==> config.mk <==
export PLATFORM = sky130hd
export DESIGN_NAME = pe_array_sched_flat
export DESIGN_NICKNAME = d
export VERILOG_FILES = /design/src/rtl/pe_array_sched_if.sv /design/src/rtl/pe_array_sched.sv /design/src/flat_wrapper.sv
export SDC_FILE = /design/constraint.sdc
export NUM_CORES = 1
export LEC_CHECK = 0
export CORE_ASPECT_RATIO = 1.1
export CORE_MARGIN = 1.5
export CORE_UTILIZATION = 45
export CTS_CLUSTER_DIAMETER = 150
export DETAILED_ROUTE_END_ITERATION = 6
export PLACE_DENSITY = 0.82
export SLEW_MARGIN = 20
export SYNTH_ARGS = -nofsm -noshare
export SYNTH_HDL_FRONTEND = slang
export SYNTH_SLANG_ARGS = --single-unit
==> constraint.sdc <==
create_clock -name clk -period 5.4 [get_ports clk]
set_input_delay 1.08 -clock clk [delete_from_list [all_inputs] [get_ports clk]]
set_output_delay 1.08 -clock clk [all_outputs]
set_load 0.05 [all_outputs]
==> src/rtl/pe_array_sched_if.sv <==
// Bundle of host, PE and buffer-manager signals around the PE array scheduler.
// The scheduler side uses the master modport, the host/PE/BM side uses slave.
interface pe_array_sched_if #(
  parameter int NUM_PE         = 4,
  parameter int PE_ID_WIDTH    = 2,
  parameter int RBB_DATA_WIDTH = 32,
  parameter int RBB_ADDR_WIDTH = 12,
  parameter int JOB_CNT_WIDTH  = 16
) ();
  logic                                  host_start;
  logic [JOB_CNT_WIDTH-1:0]              host_num_jobs;
  logic                                  host_busy;
  logic                                  host_done;
  logic                                  host_err;
  logic [NUM_PE-1:0]                     sched2pe_start;
  logic [NUM_PE-1:0]                     pe2sched_done;
  logic [NUM_PE-1:0]                     pe_rbbWrEn;
  logic [NUM_PE*RBB_ADDR_WIDTH-1:0]      pe_rbbWrAddr;
  logic [NUM_PE*RBB_DATA_WIDTH-1:0]      pe_rbbWrDin;
  logic [NUM_PE-1:0]                     pe_rbbWrGnt;
  logic                                  sched2bm_rbbWrEn;
  logic [PE_ID_WIDTH+RBB_ADDR_WIDTH-1:0] sched2bm_rbbWrAddr;
  logic [RBB_DATA_WIDTH-1:0]             sched2bm_rbbWrDin;

  // Write handshake: a PE raises pe_rbbWrEn[i] with Addr/Din and holds all three
  // stable until it sees pe_rbbWrGnt[i] high in the same cycle; the transfer
  // completes on that edge and reaches the BM one cycle later, no back-pressure.
  modport master (
    input  host_start, host_num_jobs, pe2sched_done,
           pe_rbbWrEn, pe_rbbWrAddr, pe_rbbWrDin,
    output host_busy, host_done, host_err, sched2pe_start, pe_rbbWrGnt,
           sched2bm_rbbWrEn, sched2bm_rbbWrAddr, sched2bm_rbbWrDin
  );

  modport slave (
    output host_start, host_num_jobs, pe2sched_done,
           pe_rbbWrEn, pe_rbbWrAddr, pe_rbbWrDin,
    input  host_busy, host_done, host_err, sched2pe_start, pe_rbbWrGnt,
           sched2bm_rbbWrEn, sched2bm_rbbWrAddr, sched2bm_rbbWrDin
  );
endinterface

==> src/rtl/pe_array_sched.sv <==
// Dispatches a batch of jobs onto idle PEs and shares one RBB write port among
// them with a round-robin arbiter that tags each address with the PE index.
module pe_array_sched #(
  parameter int NUM_PE         = 4,
  parameter int PE_ID_WIDTH    = 2,
  parameter int RBB_DATA_WIDTH = 32,
  parameter int RBB_ADDR_WIDTH = 12,
  parameter int JOB_CNT_WIDTH  = 16
) (
  input  logic                  clk,
  input  logic                  reset,
  pe_array_sched_if.master      io_bus,
  output logic [1:0]            o_dbg_state
);

  typedef enum logic [1:0] {
    S_IDLE     = 2'd0,
    S_DISPATCH = 2'd1,
    S_DRAIN    = 2'd2,
    S_FINISH   = 2'd3
  } state_t;

  state_t                                r_state, w_next;
  logic [JOB_CNT_WIDTH-1:0]              r_jobs_left, r_num_jobs, r_completed;
  logic [NUM_PE-1:0]                     r_pe_busy, w_start, w_gnt;
  logic [NUM_PE-1:0]                     w_done_ok, w_done_bad;
  logic [PE_ID_WIDTH-1:0]                r_rr, w_win, w_idx, w_fidx;
  logic                                  w_any, w_free_any, w_accept, w_dispatch;
  logic                                  r_busy, r_done, r_err;
  logic                                  r_bm_en;
  logic [PE_ID_WIDTH+RBB_ADDR_WIDTH-1:0] r_bm_addr;
  logic [RBB_DATA_WIDTH-1:0]             r_bm_din;
  logic [RBB_ADDR_WIDTH-1:0]             w_sel_addr;
  logic [RBB_DATA_WIDTH-1:0]             w_sel_din;
  logic [JOB_CNT_WIDTH-1:0]              w_pop;
  logic                                  w_over;

  // Dispatch only looks at registered busy, so a PE finishing this cycle is
  // reused at the earliest in the next one.
  always_comb begin
    w_next     = r_state;
    w_accept   = 1'b0;
    w_dispatch = 1'b0;
    w_start    = '0;
    w_fidx     = '0;
    w_free_any = 1'b0;
    for (int k = NUM_PE - 1; k >= 0; k--) begin
      if (!r_pe_busy[k]) begin
        w_free_any = 1'b1;
        w_fidx     = PE_ID_WIDTH'(k);
      end
    end
    case (r_state)
      S_IDLE: begin
        if (io_bus.host_start) begin
          w_accept = 1'b1;
          w_next   = (io_bus.host_num_jobs == '0) ? S_FINISH : S_DISPATCH;
        end
      end
      S_DISPATCH: begin
        if (r_jobs_left == '0) begin
          w_next = S_DRAIN;
        end else if (w_free_any) begin
          w_dispatch      = 1'b1;
          w_start[w_fidx] = 1'b1;
          if (r_jobs_left == JOB_CNT_WIDTH'(1)) w_next = S_DRAIN;
        end
      end
      S_DRAIN: begin
        if (r_completed == r_num_jobs && r_pe_busy == '0 &&
            io_bus.pe_rbbWrEn == '0 && !r_bm_en)
          w_next = S_FINISH;
      end
      default: w_next = S_IDLE;
    endcase
  end

  always_comb begin
    w_done_ok  = io_bus.pe2sched_done & r_pe_busy;
    w_done_bad = io_bus.pe2sched_done & ~r_pe_busy;
    w_pop      = '0;
    for (int k = 0; k < NUM_PE; k++)
      w_pop = w_pop + JOB_CNT_WIDTH'(w_done_ok[k]);
    w_over = ({1'b0, r_completed} + {1'b0, w_pop}) > {1'b0, r_num_jobs};
  end

  // Round-robin search starting at r_rr; the index wraps because NUM_PE is a power of two.
  always_comb begin
    w_any = 1'b0;
    w_win = '0;
    w_idx = '0;
    w_gnt = '0;
    for (int k = 0; k < NUM_PE; k++) begin
      w_idx = r_rr + PE_ID_WIDTH'(k);
      if (!w_any && io_bus.pe_rbbWrEn[w_idx]) begin
        w_any = 1'b1;
        w_win = w_idx;
      end
    end
    if (reset) w_any = 1'b0;
    if (w_any) w_gnt[w_win] = 1'b1;
    w_sel_addr = io_bus.pe_rbbWrAddr[32'(w_win)*RBB_ADDR_WIDTH +: RBB_ADDR_WIDTH];
    w_sel_din  = io_bus.pe_rbbWrDin[32'(w_win)*RBB_DATA_WIDTH +: RBB_DATA_WIDTH];
  end

  always_ff @(posedge clk or posedge reset) begin
    if (reset) begin
      r_state     <= S_IDLE;
      r_jobs_left <= '0;
      r_num_jobs  <= '0;
      r_completed <= '0;
      r_pe_busy   <= '0;
      r_rr        <= '0;
      r_busy      <= 1'b0;
      r_done      <= 1'b0;
      r_err       <= 1'b0;
      r_bm_en     <= 1'b0;
      r_bm_addr   <= '0;
      r_bm_din    <= '0;
    end else begin
      r_state   <= w_next;
      r_pe_busy <= (r_pe_busy & ~w_done_ok) | w_start;
      r_done    <= (r_state == S_FINISH);
      if (w_accept) begin
        r_jobs_left <= io_bus.host_num_jobs;
        r_num_jobs  <= io_bus.host_num_jobs;
        r_completed <= '0;
        r_err       <= 1'b0;
        r_busy      <= 1'b1;
      end else begin
        if (w_dispatch) r_jobs_left <= r_jobs_left - JOB_CNT_WIDTH'(1);
        if (!w_over) r_completed <= r_completed + w_pop;
        if (w_done_bad != '0 || w_over) r_err <= 1'b1;
      end
      if (r_state == S_FINISH) r_busy <= 1'b0;
      if (w_accept) r_rr <= '0;
      else if (w_any) r_rr <= w_win + PE_ID_WIDTH'(1);
      r_bm_en <= w_any;
      if (w_any) begin
        r_bm_addr <= {w_win, w_sel_addr};
        r_bm_din  <= w_sel_din;
      end
    end
  end

  assign io_bus.host_busy          = r_busy;
  assign io_bus.host_done          = r_done;
  assign io_bus.host_err           = r_err;
  assign io_bus.sched2pe_start     = w_start;
  assign io_bus.pe_rbbWrGnt        = w_gnt;
  assign io_bus.sched2bm_rbbWrEn   = r_bm_en;
  assign io_bus.sched2bm_rbbWrAddr = r_bm_addr;
  assign io_bus.sched2bm_rbbWrDin  = r_bm_din;
  assign o_dbg_state               = r_state;

endmodule

==> src/flat_wrapper.sv <==
// flat-port wrapper written by rule: the top's interface ports become plain ports
module pe_array_sched_flat 
#(
  parameter int NUM_PE         = 4,
  parameter int PE_ID_WIDTH    = 2,
  parameter int RBB_DATA_WIDTH = 32,
  parameter int RBB_ADDR_WIDTH = 12,
  parameter int JOB_CNT_WIDTH  = 16
)
  (clk, reset, o_dbg_state, io_bus_host_start, io_bus_host_num_jobs, io_bus_pe2sched_done, io_bus_pe_rbbWrEn, io_bus_pe_rbbWrAddr, io_bus_pe_rbbWrDin, io_bus_host_busy, io_bus_host_done, io_bus_host_err, io_bus_sched2pe_start, io_bus_pe_rbbWrGnt, io_bus_sched2bm_rbbWrEn, io_bus_sched2bm_rbbWrAddr, io_bus_sched2bm_rbbWrDin);
  pe_array_sched_if #(.NUM_PE(NUM_PE), .PE_ID_WIDTH(PE_ID_WIDTH), .RBB_DATA_WIDTH(RBB_DATA_WIDTH), .RBB_ADDR_WIDTH(RBB_ADDR_WIDTH), .JOB_CNT_WIDTH(JOB_CNT_WIDTH)) io_bus_i ();
  input  logic clk;
  input  logic reset;
  output logic [1:0] o_dbg_state;
  input wire logic [$bits(io_bus_i.host_start)-1:0] io_bus_host_start;
  input wire logic [$bits(io_bus_i.host_num_jobs)-1:0] io_bus_host_num_jobs;
  input wire logic [$bits(io_bus_i.pe2sched_done)-1:0] io_bus_pe2sched_done;
  input wire logic [$bits(io_bus_i.pe_rbbWrEn)-1:0] io_bus_pe_rbbWrEn;
  input wire logic [$bits(io_bus_i.pe_rbbWrAddr)-1:0] io_bus_pe_rbbWrAddr;
  input wire logic [$bits(io_bus_i.pe_rbbWrDin)-1:0] io_bus_pe_rbbWrDin;
  output wire logic [$bits(io_bus_i.host_busy)-1:0] io_bus_host_busy;
  output wire logic [$bits(io_bus_i.host_done)-1:0] io_bus_host_done;
  output wire logic [$bits(io_bus_i.host_err)-1:0] io_bus_host_err;
  output wire logic [$bits(io_bus_i.sched2pe_start)-1:0] io_bus_sched2pe_start;
  output wire logic [$bits(io_bus_i.pe_rbbWrGnt)-1:0] io_bus_pe_rbbWrGnt;
  output wire logic [$bits(io_bus_i.sched2bm_rbbWrEn)-1:0] io_bus_sched2bm_rbbWrEn;
  output wire logic [$bits(io_bus_i.sched2bm_rbbWrAddr)-1:0] io_bus_sched2bm_rbbWrAddr;
  output wire logic [$bits(io_bus_i.sched2bm_rbbWrDin)-1:0] io_bus_sched2bm_rbbWrDin;
  assign io_bus_i.host_start = io_bus_host_start;
  assign io_bus_i.host_num_jobs = io_bus_host_num_jobs;
  assign io_bus_i.pe2sched_done = io_bus_pe2sched_done;
  assign io_bus_i.pe_rbbWrEn = io_bus_pe_rbbWrEn;
  assign io_bus_i.pe_rbbWrAddr = io_bus_pe_rbbWrAddr;
  assign io_bus_i.pe_rbbWrDin = io_bus_pe_rbbWrDin;
  assign io_bus_host_busy = io_bus_i.host_busy;
  assign io_bus_host_done = io_bus_i.host_done;
  assign io_bus_host_err = io_bus_i.host_err;
  assign io_bus_sched2pe_start = io_bus_i.sched2pe_start;
  assign io_bus_pe_rbbWrGnt = io_bus_i.pe_rbbWrGnt;
  assign io_bus_sched2bm_rbbWrEn = io_bus_i.sched2bm_rbbWrEn;
  assign io_bus_sched2bm_rbbWrAddr = io_bus_i.sched2bm_rbbWrAddr;
  assign io_bus_sched2bm_rbbWrDin = io_bus_i.sched2bm_rbbWrDin;
  pe_array_sched #(.NUM_PE(NUM_PE), .PE_ID_WIDTH(PE_ID_WIDTH), .RBB_DATA_WIDTH(RBB_DATA_WIDTH), .RBB_ADDR_WIDTH(RBB_ADDR_WIDTH), .JOB_CNT_WIDTH(JOB_CNT_WIDTH)) u_core (.clk(clk), .reset(reset), .io_bus(io_bus_i), .o_dbg_state(o_dbg_state));
endmodule
# == Word level (Yosys, flattened, before mapping) ==
# Cells that the tools add are included.
# totals
ff_bits,106
input_bits,203
elab_cells,129
# classes
add_sub_neg,10
multipliers,1
n_lt_le_gt_ge,9
n_eq_ne,10
shift,2
n_mux,55
bitwise,6
reduce_logical,24
# ops
cell,count
$shiftx 128x8->32,1
$mux 16,4
$shiftx 48x7->12,1
$add 16x1->16,2
$logic_not 16->1,2
$mux 2,16
$mux 1,24
$lt 2x3->1 const B,6
$add 16x16->17,1
$gt 17x16->1,1
$add 16x16->16,1
$eq 16x1->1 const B,1
$eq 16x16->1,1
$mux 4,4
$sub 16x1->16 const B,1
$and 4x4->4,3
$bmux 1 s2,4
$logic_and 1x1->1,8
$logic_not 4->1,2
$not 4->4,2
$reduce_bool 2->1,4
$ne 3x1->1 const B,2
$pmux 2 s3,1
$add 2x1->2 const B,2
15 further kinds,23

# == Longest topological paths before layout ==
# depth
ltp_word,17
ltp_mapped,20
depth_no_buf,19

# == Worst setup path before layout ==
# Ideal clock, no wire load.
# synth_path
path_kind,input to register
startpoint,in io_bus_pe2sched_done[1]
endpoint,reg u_core.r_completed[14]
setup_time_ns,0.099
arrival_ns,5.255
required_time_ns,5.301
slack_ns,0.046
path_stages,20
cell_sequence,and2_1 -> ha_1 -> inv_1 -> fa_1 -> inv_1 -> ha_1 -> ha_1 -> a21o_1 -> a21oi_1 -> nor3_1 -> and3_1 -> xor2_1 -> ha_1 -> a21oi_1 -> nand2_1 -> a221o_1 -> o21ai_1 -> clkbuf_1 -> a21oi_1 -> a311oi_1
# synth_via
elab_chain_len,7
elab_cells_between_ends,10
classes_between,5 x add/sub; 1 x order compare; 1 x eq/ne; 2 x mux; 1 x bitwise
# synth_rtl
element,line_no,text
from (decl),flat_wrapper.sv:17,input wire logic [$bits(io_bus_i.pe2sched_done)-1:0] io_bus_pe2sched_done;
$and 4x4->4 (*),pe_array_sched.sv:79,w_done_ok = io_bus.pe2sched_done & r_pe_busy;
$add 1x1->2 (*),pe_array_sched.sv:83,w_pop = w_pop + JOB_CNT_WIDTH'(w_done_ok[k]);
$add 16x1->16 (*) (2 in a row),pe_array_sched.sv:83,
$add 16x16->17 or $add 16x16->16 (tied branches),"pe_array_sched.sv:84, pe_array_sched.sv:132",
$gt 17x16->1 or $mux 16 (tied branches),"pe_array_sched.sv:84, pe_array_sched.sv:132",
$ne 2x1->1 (no source line) or $mux 16 (tied branches),n/a,
to (signal assigned),pe_array_sched.sv:132,if (!w_over) r_completed <= r_completed + w_pop;
to (decl),pe_array_sched.sv:24,"logic [JOB_CNT_WIDTH-1:0] r_jobs_left, r_num_jobs, r_completed;"
# Mark *: on every way between the ends. The rest lies on a longest branch, timed or not. The select of a mux whose other input is x is not followed.
# A chain may end at the register's enable or synchronous reset.

# == Worst setup path in the final report ==
# layout_path
startpoint,in io_bus_pe2sched_done[1]
endpoint,reg u_core.r_completed[7]
# The elaborated chain is that of the path after synthesis.

==> metrics <==
outcome finished, final reports clean; placed cell count 1140; Main synth FF type dfrtp_1; first-pass GRT wire length 35.42 mm; syn nets 936; register area share after synthesis 39.04%; pre-CTS setup slack -0.3942 ns; Fill cells 1101; Worst Path Arrival 5.62 ns; Crit. End Element flop; Max Slew Vio Count 0; grt total ovfl 0; Post-DP HPWL 17.69 mm; Worst-path clk slew 0.07 ns; Fmax achieved 0.1873 GHz; Cells after Synth 699; Worst Tran Pin Value 1.126 ns; root buffer cell clkbuf_16; Period minus WS final 5.340 ns; global placement routability congestion 0.9145; Yosys cell types 58; GRT Total Usage 29.07%; Layout area overhead 49.13%; final core area utilization 69.58%; flops & latches, synth 106; Design Power 4.455 mW; max-cap violations 0; Final nets 1198; H-tree levels 3; Die Y 131.9 um; Avg Synthesized Cell Area 9.720 um2; Rows 46; Num CTS Buffers 9; CTS Buffer Depth 2; peak supply drop 301.0 uV; Finish-stage setup viols 0; multi-input gate area in the final layout 0.003960 mm2; DIE WIDTH 120.2 um; Skew-Pair Late Insertion Delay 0.35 ns; top cells by area, synth dfrtp_1 (39%), mux2_2 (7.5%), mux2i_1 (6.8%); initial antenna violation count 2; Initial Utilization 46.66%; Async S/R FF share, synth 100.0%; synthesized cell area 0.006794 mm2; critical path required time 5.68 ns; Pleak 4.431 nW; PD cells 439.7 mW/mm2; Die Area 0.01584 mm2; top-area cell type share of the netlist area 39.04%; Antenna Nets Post-Route 0; CTS Sinks 106; drt wl/cell 20.06 um; CP Launch Type primary input; Crit Path Class primary input to flop; CTS tree yes; largest net degree at the start of global routing 77; cell taking the most area after synthesis dfrtp_1; Iteration-0 DRC Markers 443; crit-path max FO 6; Top Ports 263; final wirelength 23.23 mm; Slew HR 24.74%; hold buffers post-CTS 0; Fin Hold WS 0.4746 ns; Post-Layout Cell Count 1158; skew final 0.01276 ns; Syn. warnings 0; DRC viols 0; share of cells above drive strength 1 13.37%; number of synthesized flops with an enable pin 0; final hold vios 0; Core Footprint 0.01456 mm2; port bufs 262; most frequent cell after synthesis dfrtp_1; Tcrit/Tclk final 98.89%; Hold Crit Class flop to flop; via count 6501; Storage cell area 0.002653 mm2; vias per inst 5.614; fin worst setup slack 0.06006 ns; vias in the first global route 6693; top post-synthesis cells by count dfrtp_1 (106), nor2_1 (76), mux2i_1 (46), a221o_1 (45), mux2_2 (45); drt pass-1 iters 5
[placed cells by master (no fill, tap or decap), types with 4 or more instances in the layout]
cell type        instances
nor3_1                  14
o21ai_0                 41
dfrtp_1                106
nand4_1                 15
buf_4                   33
nor4_1                  10
inv_1                   30
mux2i_1                 46
clkdlybuf4s50_1        258
a31o_1                   7
nand2_1                 39
clkbuf_16                9
ha_1                    31
and2_1                   7
nand3_1                 12
mux2_2                  45
a221o_1                 45
nor2_4                   4
o21bai_1                 5
xnor2_1                 15
a31oi_1                  7
nor2_1                  71
a21oi_1                 17
xor2_1                  29
[flip-flops by register name, summed over array words and instances, names as in the netlist]
| name | count |
|---|---|
| u_core.io_bus.sched2bm_rbbWrDin | 32 |
| u_core.r_completed | 16 |
| u_core.r_jobs_left | 16 |
| u_core.r_num_jobs | 16 |
| u_core.io_bus.sched2bm_rbbWrAddr | 14 |
| u_core.r_pe_busy | 4 |
| u_core.o_dbg_state | 2 |
| u_core.r_rr | 2 |
| u_core.io_bus.host_busy | 1 |
| u_core.io_bus.host_done | 1 |
| u_core.io_bus.host_err | 1 |
| u_core.io_bus.sched2bm_rbbWrEn | 1 |
[through the flow]
step                      cell area [um2]  setup TNS [ns]
after detailed placement             9721          -5.150
after floorplan                      6794               0
after CTS                            9995               0
after global placement               9721          -3.778
final                               10130               0
after global routing                10130        -0.07953
[layout make-up]
| class | instances | area share (%) |
|---|---|---|
| Antenna cell | 1 | 0.02470 |
| Clock buffer | 10 | 2.359 |
| Clock inverter | 5 | 0.3087 |
| Inverter | 33 | 1.247 |
| Multi-Input combinational cell | 517 | 39.08 |
| Sequential cell | 106 | 26.18 |
| Tap cell | 192 | 2.371 |
| Timing Repair Buffer | 294 | 28.43 |
[metal layers]
| layer | part of all wire [%] | up-vias | wire, um | track usage, % |
|---|---|---|---|---|
| met3 | 7.8 | 40 | 1803 | 7.007 |
| met5 | 0.060 | - | 14 | 0 |
| met1 | 38 | 3120 | 8866 | 34.06 |
| met2 | 51 | 280 | 11940 | 50.38 |
| li1 | - | 3059 | - | - |
| met4 | 2.6 | 2 | 608 | 12.57 |
[cell families after synthesis]
group	count (synthesis)	share of synthesized area, %
buf+inv	76	4.457
xor+xnor	44	5.672
flops	106	39.04
simple gates	203	14.42
mux	91	14.24
fa+ha+maj	34	6.482
compound gates	145	15.69
[final timing paths]
| path | cells after the start | slack (ns) | start | end |
|---|---|---|---|---|
| setup / recovery | 20 | 0.06 | io_bus_pe2sched_done[1] | u_core.r_completed[7] |
| hold / removal | 2 | 0.47 | u_core.io_bus.sched2bm_rbbWrAddr[12] | u_core.io_bus.sched2bm_rbbWrAddr[12] |
| setup reg to reg | 19 | 0.76 | u_core.r_pe_busy[1] | u_core.r_completed[7] |
| hold reg to reg | 2 | 0.47 | u_core.io_bus.sched2bm_rbbWrAddr[12] | u_core.io_bus.sched2bm_rbbWrAddr[12] |
| max in group asynchronous | 3 | 3.66 | reset | u_core.r_pe_busy[3] |
| min in group asynchronous | 2 | 1.05 | reset | u_core.r_completed[0] |
[worst max-delay path, cell delays in order]
cell             delay (ns)
clkdlybuf4s50_1        0.42
and2_1                 0.17
ha_1                   0.28
inv_1                  0.05
fa_1                   0.50
inv_2                  0.05
ha_4                   0.17
fa_2                   0.39
a21oi_4                0.19
nor2_2                 0.07
and2_4                 0.14
and3_1                 0.19
xor2_1                 0.14
ha_1                   0.34
a21oi_1                0.13
o21ai_0                0.09
a221o_1                0.31
o21a_4                 0.25
or4_1                  0.51
a21oi_2                0.14
[where the power goes]
group | switching (mW) | total, mW | leakage (nW) | internal, mW
Sequential | 0.260 | 1.36 | 1.33 | 1.10
Clock | 0.297 | 0.619 | 0.134 | 0.322
Combinational | 1.47 | 2.48 | 2.97 | 1.01
Total | 2.03 | 4.46 | 4.43 | 2.43
[what timing repair did]
action / CTS / global route
resized for setup: 1 / 26
setup endpoints to repair: 5 / 17
pin swaps: 0 / 14
buffers inserted: 0 / 1
No activity file was read; power rests on OpenSTA's default activity.
